## config.mk

```make
export PLATFORM = sky130hd
export DESIGN_NAME = cache_control_flat
export DESIGN_NICKNAME = d
export VERILOG_FILES = /design/src/rtl/cache_control_if.sv /design/src/rtl/cache_control.sv /design/src/flat_wrapper.sv
export SDC_FILE = /design/constraint.sdc
export NUM_CORES = 1
export LEC_CHECK = 0
export CAP_MARGIN = 10
export CORE_MARGIN = 2
export CORE_UTILIZATION = 45
export CTS_CLUSTER_DIAMETER = 120
export DETAILED_ROUTE_END_ITERATION = 7
export PLACE_DENSITY = 0.82
export SLEW_MARGIN = 40
export SYNTH_ARGS = -nofsm -noshare
export SYNTH_HDL_FRONTEND = slang
export SYNTH_SLANG_ARGS = --single-unit
```

## constraint.sdc

```tcl
create_clock -name clk -period 2.8 [get_ports clk]
set_input_delay 0.56 -clock clk [delete_from_list [all_inputs] [get_ports clk]]
set_output_delay 0.56 -clock clk [all_outputs]
set_load 0.02 [all_outputs]
```

## src/rtl/cache_control_if.sv

```systemverilog
// CPU-request, datapath-control and pmem signals of the L1 cache controller.
// The slave modport is the controller; the master modport is its environment.
interface cache_control_if #(
    parameter int unsigned S_MASK = 32
);
    logic              mem_read;
    logic              mem_write;
    logic [S_MASK-1:0] mem_byte_enable;
    logic              mem_resp;
    logic              hit0;
    logic              hit1;
    logic              dirty0;
    logic              dirty1;
    logic              lru;
    logic              way_sel;
    logic [S_MASK-1:0] data_we;
    logic              line_sel;
    logic              tag_load;
    logic              valid_load;
    logic              dirty_load;
    logic              lru_load;
    logic              dirty_in;
    logic              lru_in;
    logic              addr_sel;
    logic              pmem_read;
    logic              pmem_write;
    logic              pmem_resp;
    logic [31:0]       hit_count;
    logic [31:0]       miss_count;

    modport slave (
        input  mem_read, mem_write, mem_byte_enable,
        input  hit0, hit1, dirty0, dirty1, lru, pmem_resp,
        output mem_resp, way_sel, data_we, line_sel,
        output tag_load, valid_load, dirty_load, lru_load, dirty_in, lru_in,
        output addr_sel, pmem_read, pmem_write, hit_count, miss_count
    );

    modport master (
        output mem_read, mem_write, mem_byte_enable,
        output hit0, hit1, dirty0, dirty1, lru, pmem_resp,
        input  mem_resp, way_sel, data_we, line_sel,
        input  tag_load, valid_load, dirty_load, lru_load, dirty_in, lru_in,
        input  addr_sel, pmem_read, pmem_write, hit_count, miss_count
    );
endinterface

```

## src/rtl/cache_control.sv

```systemverilog
// Sequencing FSM for a 2-way write-back L1: hit handling, dirty-victim
// writeback, line fill, and saturating hit/miss counters.
module cache_control #(
    parameter int unsigned S_MASK = 32
) (
    input logic           clk,
    input logic           rst,
    cache_control_if.slave bus
);
    typedef enum logic [1:0] {IDLE, COMPARE, WRITEBACK, FILL} state_t;

    state_t            state_q, state_d;
    logic              v_q, v_d;
    logic              req, hit, victim_dirty, miss_evt;
    logic [S_MASK-1:0] we;
    logic [31:0]       hit_cnt, miss_cnt, hit_next, miss_next;

    assign req          = bus.mem_read | bus.mem_write;
    assign hit          = bus.hit0 | bus.hit1;
    assign victim_dirty = bus.lru ? bus.dirty1 : bus.dirty0;
    assign bus.data_we    = we;
    assign bus.hit_count  = hit_cnt;
    assign bus.miss_count = miss_cnt;

    always_ff @(posedge clk) begin
        if (rst) begin
            state_q  <= IDLE;
            v_q      <= 1'b0;
            hit_cnt  <= '0;
            miss_cnt <= '0;
        end else begin
            state_q  <= state_d;
            v_q      <= v_d;
            hit_cnt  <= hit_next;
            miss_cnt <= miss_next;
        end
    end

    always_comb begin
        state_d        = state_q;
        v_d            = v_q;
        miss_evt       = 1'b0;
        we             = '0;
        bus.mem_resp   = 1'b0;
        bus.way_sel    = 1'b0;
        bus.line_sel   = 1'b0;
        bus.tag_load   = 1'b0;
        bus.valid_load = 1'b0;
        bus.dirty_load = 1'b0;
        bus.lru_load   = 1'b0;
        bus.dirty_in   = 1'b0;
        bus.lru_in     = 1'b0;
        bus.addr_sel   = 1'b0;
        bus.pmem_read  = 1'b0;
        bus.pmem_write = 1'b0;
        unique case (state_q)
            IDLE: begin
                if (req) state_d = COMPARE;
            end
            COMPARE: begin
                if (!req) begin
                    state_d = IDLE;
                end else if (hit) begin
                    bus.way_sel  = bus.hit1;
                    bus.lru_load = 1'b1;
                    bus.lru_in   = ~bus.hit1;
                    bus.mem_resp = 1'b1;
                    // A simultaneous read+write request is serviced as a write.
                    if (bus.mem_write) begin
                        we             = bus.mem_byte_enable;
                        bus.dirty_load = 1'b1;
                        bus.dirty_in   = 1'b1;
                    end
                    state_d = IDLE;
                end else begin
                    miss_evt = 1'b1;
                    v_d      = bus.lru;
                    state_d  = victim_dirty ? WRITEBACK : FILL;
                end
            end
            WRITEBACK: begin
                bus.way_sel    = v_q;
                bus.addr_sel   = 1'b1;
                bus.pmem_write = 1'b1;
                if (bus.pmem_resp) state_d = FILL;
            end
            FILL: begin
                bus.way_sel   = v_q;
                bus.pmem_read = 1'b1;
                if (bus.pmem_resp) begin
                    bus.line_sel   = 1'b1;
                    we             = '1;
                    bus.tag_load   = 1'b1;
                    bus.valid_load = 1'b1;
                    bus.dirty_load = 1'b1;
                    state_d        = COMPARE;
                end
            end
            default: state_d = IDLE;
        endcase
    end

    always_comb begin
        hit_next  = hit_cnt;
        miss_next = miss_cnt;
        if (bus.mem_resp && hit_cnt != '1) hit_next  = hit_cnt + 32'd1;
        if (miss_evt && miss_cnt != '1)    miss_next = miss_cnt + 32'd1;
    end
endmodule
```

## src/flat_wrapper.sv

```systemverilog
// flat-port wrapper written by rule: the top's interface ports become plain ports
module cache_control_flat 
#(
    parameter int unsigned S_MASK = 32
)
  (clk, rst, bus_mem_read, bus_mem_write, bus_mem_byte_enable, bus_hit0, bus_hit1, bus_dirty0, bus_dirty1, bus_lru, bus_pmem_resp, bus_mem_resp, bus_way_sel, bus_data_we, bus_line_sel, bus_tag_load, bus_valid_load, bus_dirty_load, bus_lru_load, bus_dirty_in, bus_lru_in, bus_addr_sel, bus_pmem_read, bus_pmem_write, bus_hit_count, bus_miss_count);
  cache_control_if #(.S_MASK(S_MASK)) bus_i ();
  input logic clk;
  input logic rst;
  input wire logic [$bits(bus_i.mem_read)-1:0] bus_mem_read;
  input wire logic [$bits(bus_i.mem_write)-1:0] bus_mem_write;
  input wire logic [$bits(bus_i.mem_byte_enable)-1:0] bus_mem_byte_enable;
  input wire logic [$bits(bus_i.hit0)-1:0] bus_hit0;
  input wire logic [$bits(bus_i.hit1)-1:0] bus_hit1;
  input wire logic [$bits(bus_i.dirty0)-1:0] bus_dirty0;
  input wire logic [$bits(bus_i.dirty1)-1:0] bus_dirty1;
  input wire logic [$bits(bus_i.lru)-1:0] bus_lru;
  input wire logic [$bits(bus_i.pmem_resp)-1:0] bus_pmem_resp;
  output wire logic [$bits(bus_i.mem_resp)-1:0] bus_mem_resp;
  output wire logic [$bits(bus_i.way_sel)-1:0] bus_way_sel;
  output wire logic [$bits(bus_i.data_we)-1:0] bus_data_we;
  output wire logic [$bits(bus_i.line_sel)-1:0] bus_line_sel;
  output wire logic [$bits(bus_i.tag_load)-1:0] bus_tag_load;
  output wire logic [$bits(bus_i.valid_load)-1:0] bus_valid_load;
  output wire logic [$bits(bus_i.dirty_load)-1:0] bus_dirty_load;
  output wire logic [$bits(bus_i.lru_load)-1:0] bus_lru_load;
  output wire logic [$bits(bus_i.dirty_in)-1:0] bus_dirty_in;
  output wire logic [$bits(bus_i.lru_in)-1:0] bus_lru_in;
  output wire logic [$bits(bus_i.addr_sel)-1:0] bus_addr_sel;
  output wire logic [$bits(bus_i.pmem_read)-1:0] bus_pmem_read;
  output wire logic [$bits(bus_i.pmem_write)-1:0] bus_pmem_write;
  output wire logic [$bits(bus_i.hit_count)-1:0] bus_hit_count;
  output wire logic [$bits(bus_i.miss_count)-1:0] bus_miss_count;
  assign bus_i.mem_read = bus_mem_read;
  assign bus_i.mem_write = bus_mem_write;
  assign bus_i.mem_byte_enable = bus_mem_byte_enable;
  assign bus_i.hit0 = bus_hit0;
  assign bus_i.hit1 = bus_hit1;
  assign bus_i.dirty0 = bus_dirty0;
  assign bus_i.dirty1 = bus_dirty1;
  assign bus_i.lru = bus_lru;
  assign bus_i.pmem_resp = bus_pmem_resp;
  assign bus_mem_resp = bus_i.mem_resp;
  assign bus_way_sel = bus_i.way_sel;
  assign bus_data_we = bus_i.data_we;
  assign bus_line_sel = bus_i.line_sel;
  assign bus_tag_load = bus_i.tag_load;
  assign bus_valid_load = bus_i.valid_load;
  assign bus_dirty_load = bus_i.dirty_load;
  assign bus_lru_load = bus_i.lru_load;
  assign bus_dirty_in = bus_i.dirty_in;
  assign bus_lru_in = bus_i.lru_in;
  assign bus_addr_sel = bus_i.addr_sel;
  assign bus_pmem_read = bus_i.pmem_read;
  assign bus_pmem_write = bus_i.pmem_write;
  assign bus_hit_count = bus_i.hit_count;
  assign bus_miss_count = bus_i.miss_count;
  cache_control #(.S_MASK(S_MASK)) u_core (.clk(clk), .rst(rst), .bus(bus_i));
endmodule
```

==> metrics.cfg <==
[synthesis]
synth_adder_area_share_pct = 1.93
ys.flop_type = dfxtp_1
synthMuxAreaShare_pct = 3.05
synth-compound-area-share_pct = 22.3
avgSynthCellArea_um2 = 8.51
yosysUniqueCellTypes = 53
netlist_area_mm2 = 0.00390
syn_inst = 458
synth_xor_area_share_pct = 3.60
synth-edff-count = 0
synth_warnings = 0
ys_ff_latch = 67
syn-num-nets = 506
async_flop_share_pct = 0
yosysSeqAreaShare_pct = 34.4
synth_top_family_by_area = simple AND/OR/NAND/NOR gates
yosys.area_share.simple_pct = 29.6

[job]
maxCapViolCount = 0

[detailed_routing]
drc = 0
drt_iter0_drc = 134
wl_per_cell_um = 15.5
vias_per_cell = 5.68
ant_nets = 0
firstDrtPassIters = 5
vias = 4054
drt_wl_total_um = 11000

[floorplan]
initial_core_util_pct = 46.9
pin_count = 150
die-area_mm2 = 0.00942
core-area_mm2 = 0.00830
fp.dieH_um = 97.1
rows = 33
die_x_um = 97.1

[worst_setup_path]
crit_family = buffers and inverters
worstSetupEndpointType = output port
cp.required_ns = 2.24
crit_fanout = 13
crit_slowest_cell = clkdlybuf4s50_1
criticalPathCategory = in2out
cp-start-kind = primary input
crit_buf_inv = 3
worst_ep_arrival_time_ns = 2.17
cpPeakStageDelay_ns = 0.42
path_cells = clkdlybuf4s50_1, or2_4, and3_2, buf_4, a21o_1, dlygate4sd2_1

[placement]
placed_cell_area_mm2 = 0.00548
hpwl_um = 8180
portBuffers = 149
post-place-ws_ns = -0.160
gp_congestion = 0.829

[finish]
n_antenna_cell = 0
layout_common_cells = 113 x clkdlybuf4s50_1, 67 x dfxtp_1, 42 x a21oi_1
layout_commonest_cell = clkdlybuf4s50_1
fin_area_mm2 = 0.00565
drive_gt1_share_pct = 9.52
synthToLayoutAreaGrowth_pct = 44.9
utilization_pct = 68.0
finalNetCount = 652
regArea_mm2 = 0.00134
fill_cells = 680
multi_input_area_mm2 = 0.00236

[timing]
worst_slew_margin_rel_pct = 50.7
period_share_pct = 97.4
maxSlewViolCount = 0
fin_ws_ns = 0.0742
period_minus_slack_ns = 2.73
fmax_mhz = 367
worstMarginPinSlew_ns = 0.739
rsz0062_at_grt = no
hold_viol_final = 0
setup_violations = 0
skew_ns = 0.0132

[pwr]
p_leak_nw = 2.37
ir_drop_mv = 0.297
totalPowerFinal_w = 0.00203
power.density_mw_per_mm2 = 360

[global_route]
antenna_found_initial = 0
grt_pass1_vias = 3812
grt_max_degree = 35
gr-usage-all-layers_pct = 22.9
gr-total-overflow = 0
grt_first_pass_wirelength_um = 18400

[clocking]
cts_tree = built
clockBufferDepth = 2
cts_root_buf = clkbuf_8
htreeDepth = 3
cts_hold_buf = 0
clk_pin_slew_ns = 0.07
worstSkewPairLatency_ns = 0.35
numCtsBuffers = 9
cts_sinks = 67

[run_status]
status = finished, final reports clean

[worst_hold_path]
holdCritPathClass = reg2reg

[sequential cells by signal (all words and copies together), names as in the netlist]
register               cells
u_core.bus.hit_count      32
u_core.bus.miss_count     32
u_core.state_q             2
u_core.v_q                 1
[repair_timing]
item                       4_1_cts  5_1_grt
resized for setup               32        7
setup buffers                    0        0
setup endpoints to repair       32       18
[path summary, 6_finish.rpt]
| path | startpoint | end | slack [ns] | cells past startpoint |
|---|---|---|---|---|
| min reg2reg | u_core.bus.hit_count[14] | u_core.bus.hit_count[14] | 0.50 | 2 |
| max reg2reg | u_core.bus.miss_count[0] | u_core.bus.miss_count[2] | 0.45 | 6 |
| min | u_core.bus.hit_count[14] | u_core.bus.hit_count[14] | 0.50 | 2 |
| max | bus_hit1 | bus_data_we[28] | 0.07 | 6 |
[synth_stat cells, drive strengths merged, types with 3 or more instances]
cell type,n,area share [%]
dfxtp,67,34
a21oi,43,5.6
nor2,37,3.8
a21o,33,6.4
nand3,26,3.6
o21ai,22,2.8
nand2,20,2.0
and4,18,4.3
or3,18,2.9
o31ai,17,3.6
clkbuf,16,1.5
nand4,16,3.1
or4,16,3.1
buf,14,2.8
and3,11,1.8
xor2,9,2.0
nor2b,8,1.3
inv,7,0.67
mux2,7,2.0
xnor2,7,1.6
ha,6,1.9
and2,5,0.80
a211oi,4,0.90
mux2i,4,1.0
o211ai,4,0.77
nand2b,3,0.48
nand4b,3,0.67
or2,3,0.55
[cell families after synthesis]
| kind of cell | after synthesis |
|---|---|
| AND/OR/NAND/NOR | 190 |
| XOR/XNOR | 16 |
| flip-flops | 67 |
| buffers and inverters | 37 |
| adder cells (fa/ha/maj) | 6 |
| multiplexers | 11 |
| AO/OA/AOI/OAI | 131 |
[report_power, final]
part / internal [W] / switching [W] / total, W
registers: 0.000958 / 0.00000801 / 0.000966
logic: 0.000132 / 0.000129 / 0.000261
clock network: 0.000431 / 0.000376 / 0.000807
[worst register-to-register path: stages, from the launching register on]
cell,delay (ns)
dfxtp_1,0.42
ha_1,0.22
nand3_1,0.16
or2_2,0.40
o31ai_4,0.67
nor2_1,0.10
mux2_2,0.29
[layer usage]
metal / vias up / global-route usage [%] / wire, µm
met3: 15 / 5.47 / 605
met4: 0 / 6.72 / 163
met2: 126 / 38.1 / 5340
met1: 1899 / 29.6 / 4940
met5: - / 0 / 0
li1: 2014 / - / -
[layout make-up]
cell class                      count  share of cell area, %
Tap cell                          105                   2.33
Multi-Input combinational cell    354                   41.8
Timing Repair Buffer              165                   28.2
Inverter                            7                  0.465
Clock inverter                      5                  0.931
Clock buffer                       11                   2.50
Sequential cell                    67                   23.8
[stage by stage]
| stage | TNS [ns] | hold slack, ns | instances |
|---|---|---|---|
| after global placement | -3.61 | 0.472 | 698 |
| after CTS | 0 | 0.496 | 714 |
| final | 0 | 0.497 | 714 |
| after floorplan | 0 | 0.453 | 458 |
| after global routing | 0 | 0.534 | 714 |
| after detailed placement | -4.21 | 0.487 | 698 |
(Power assumes the default switching activity.)
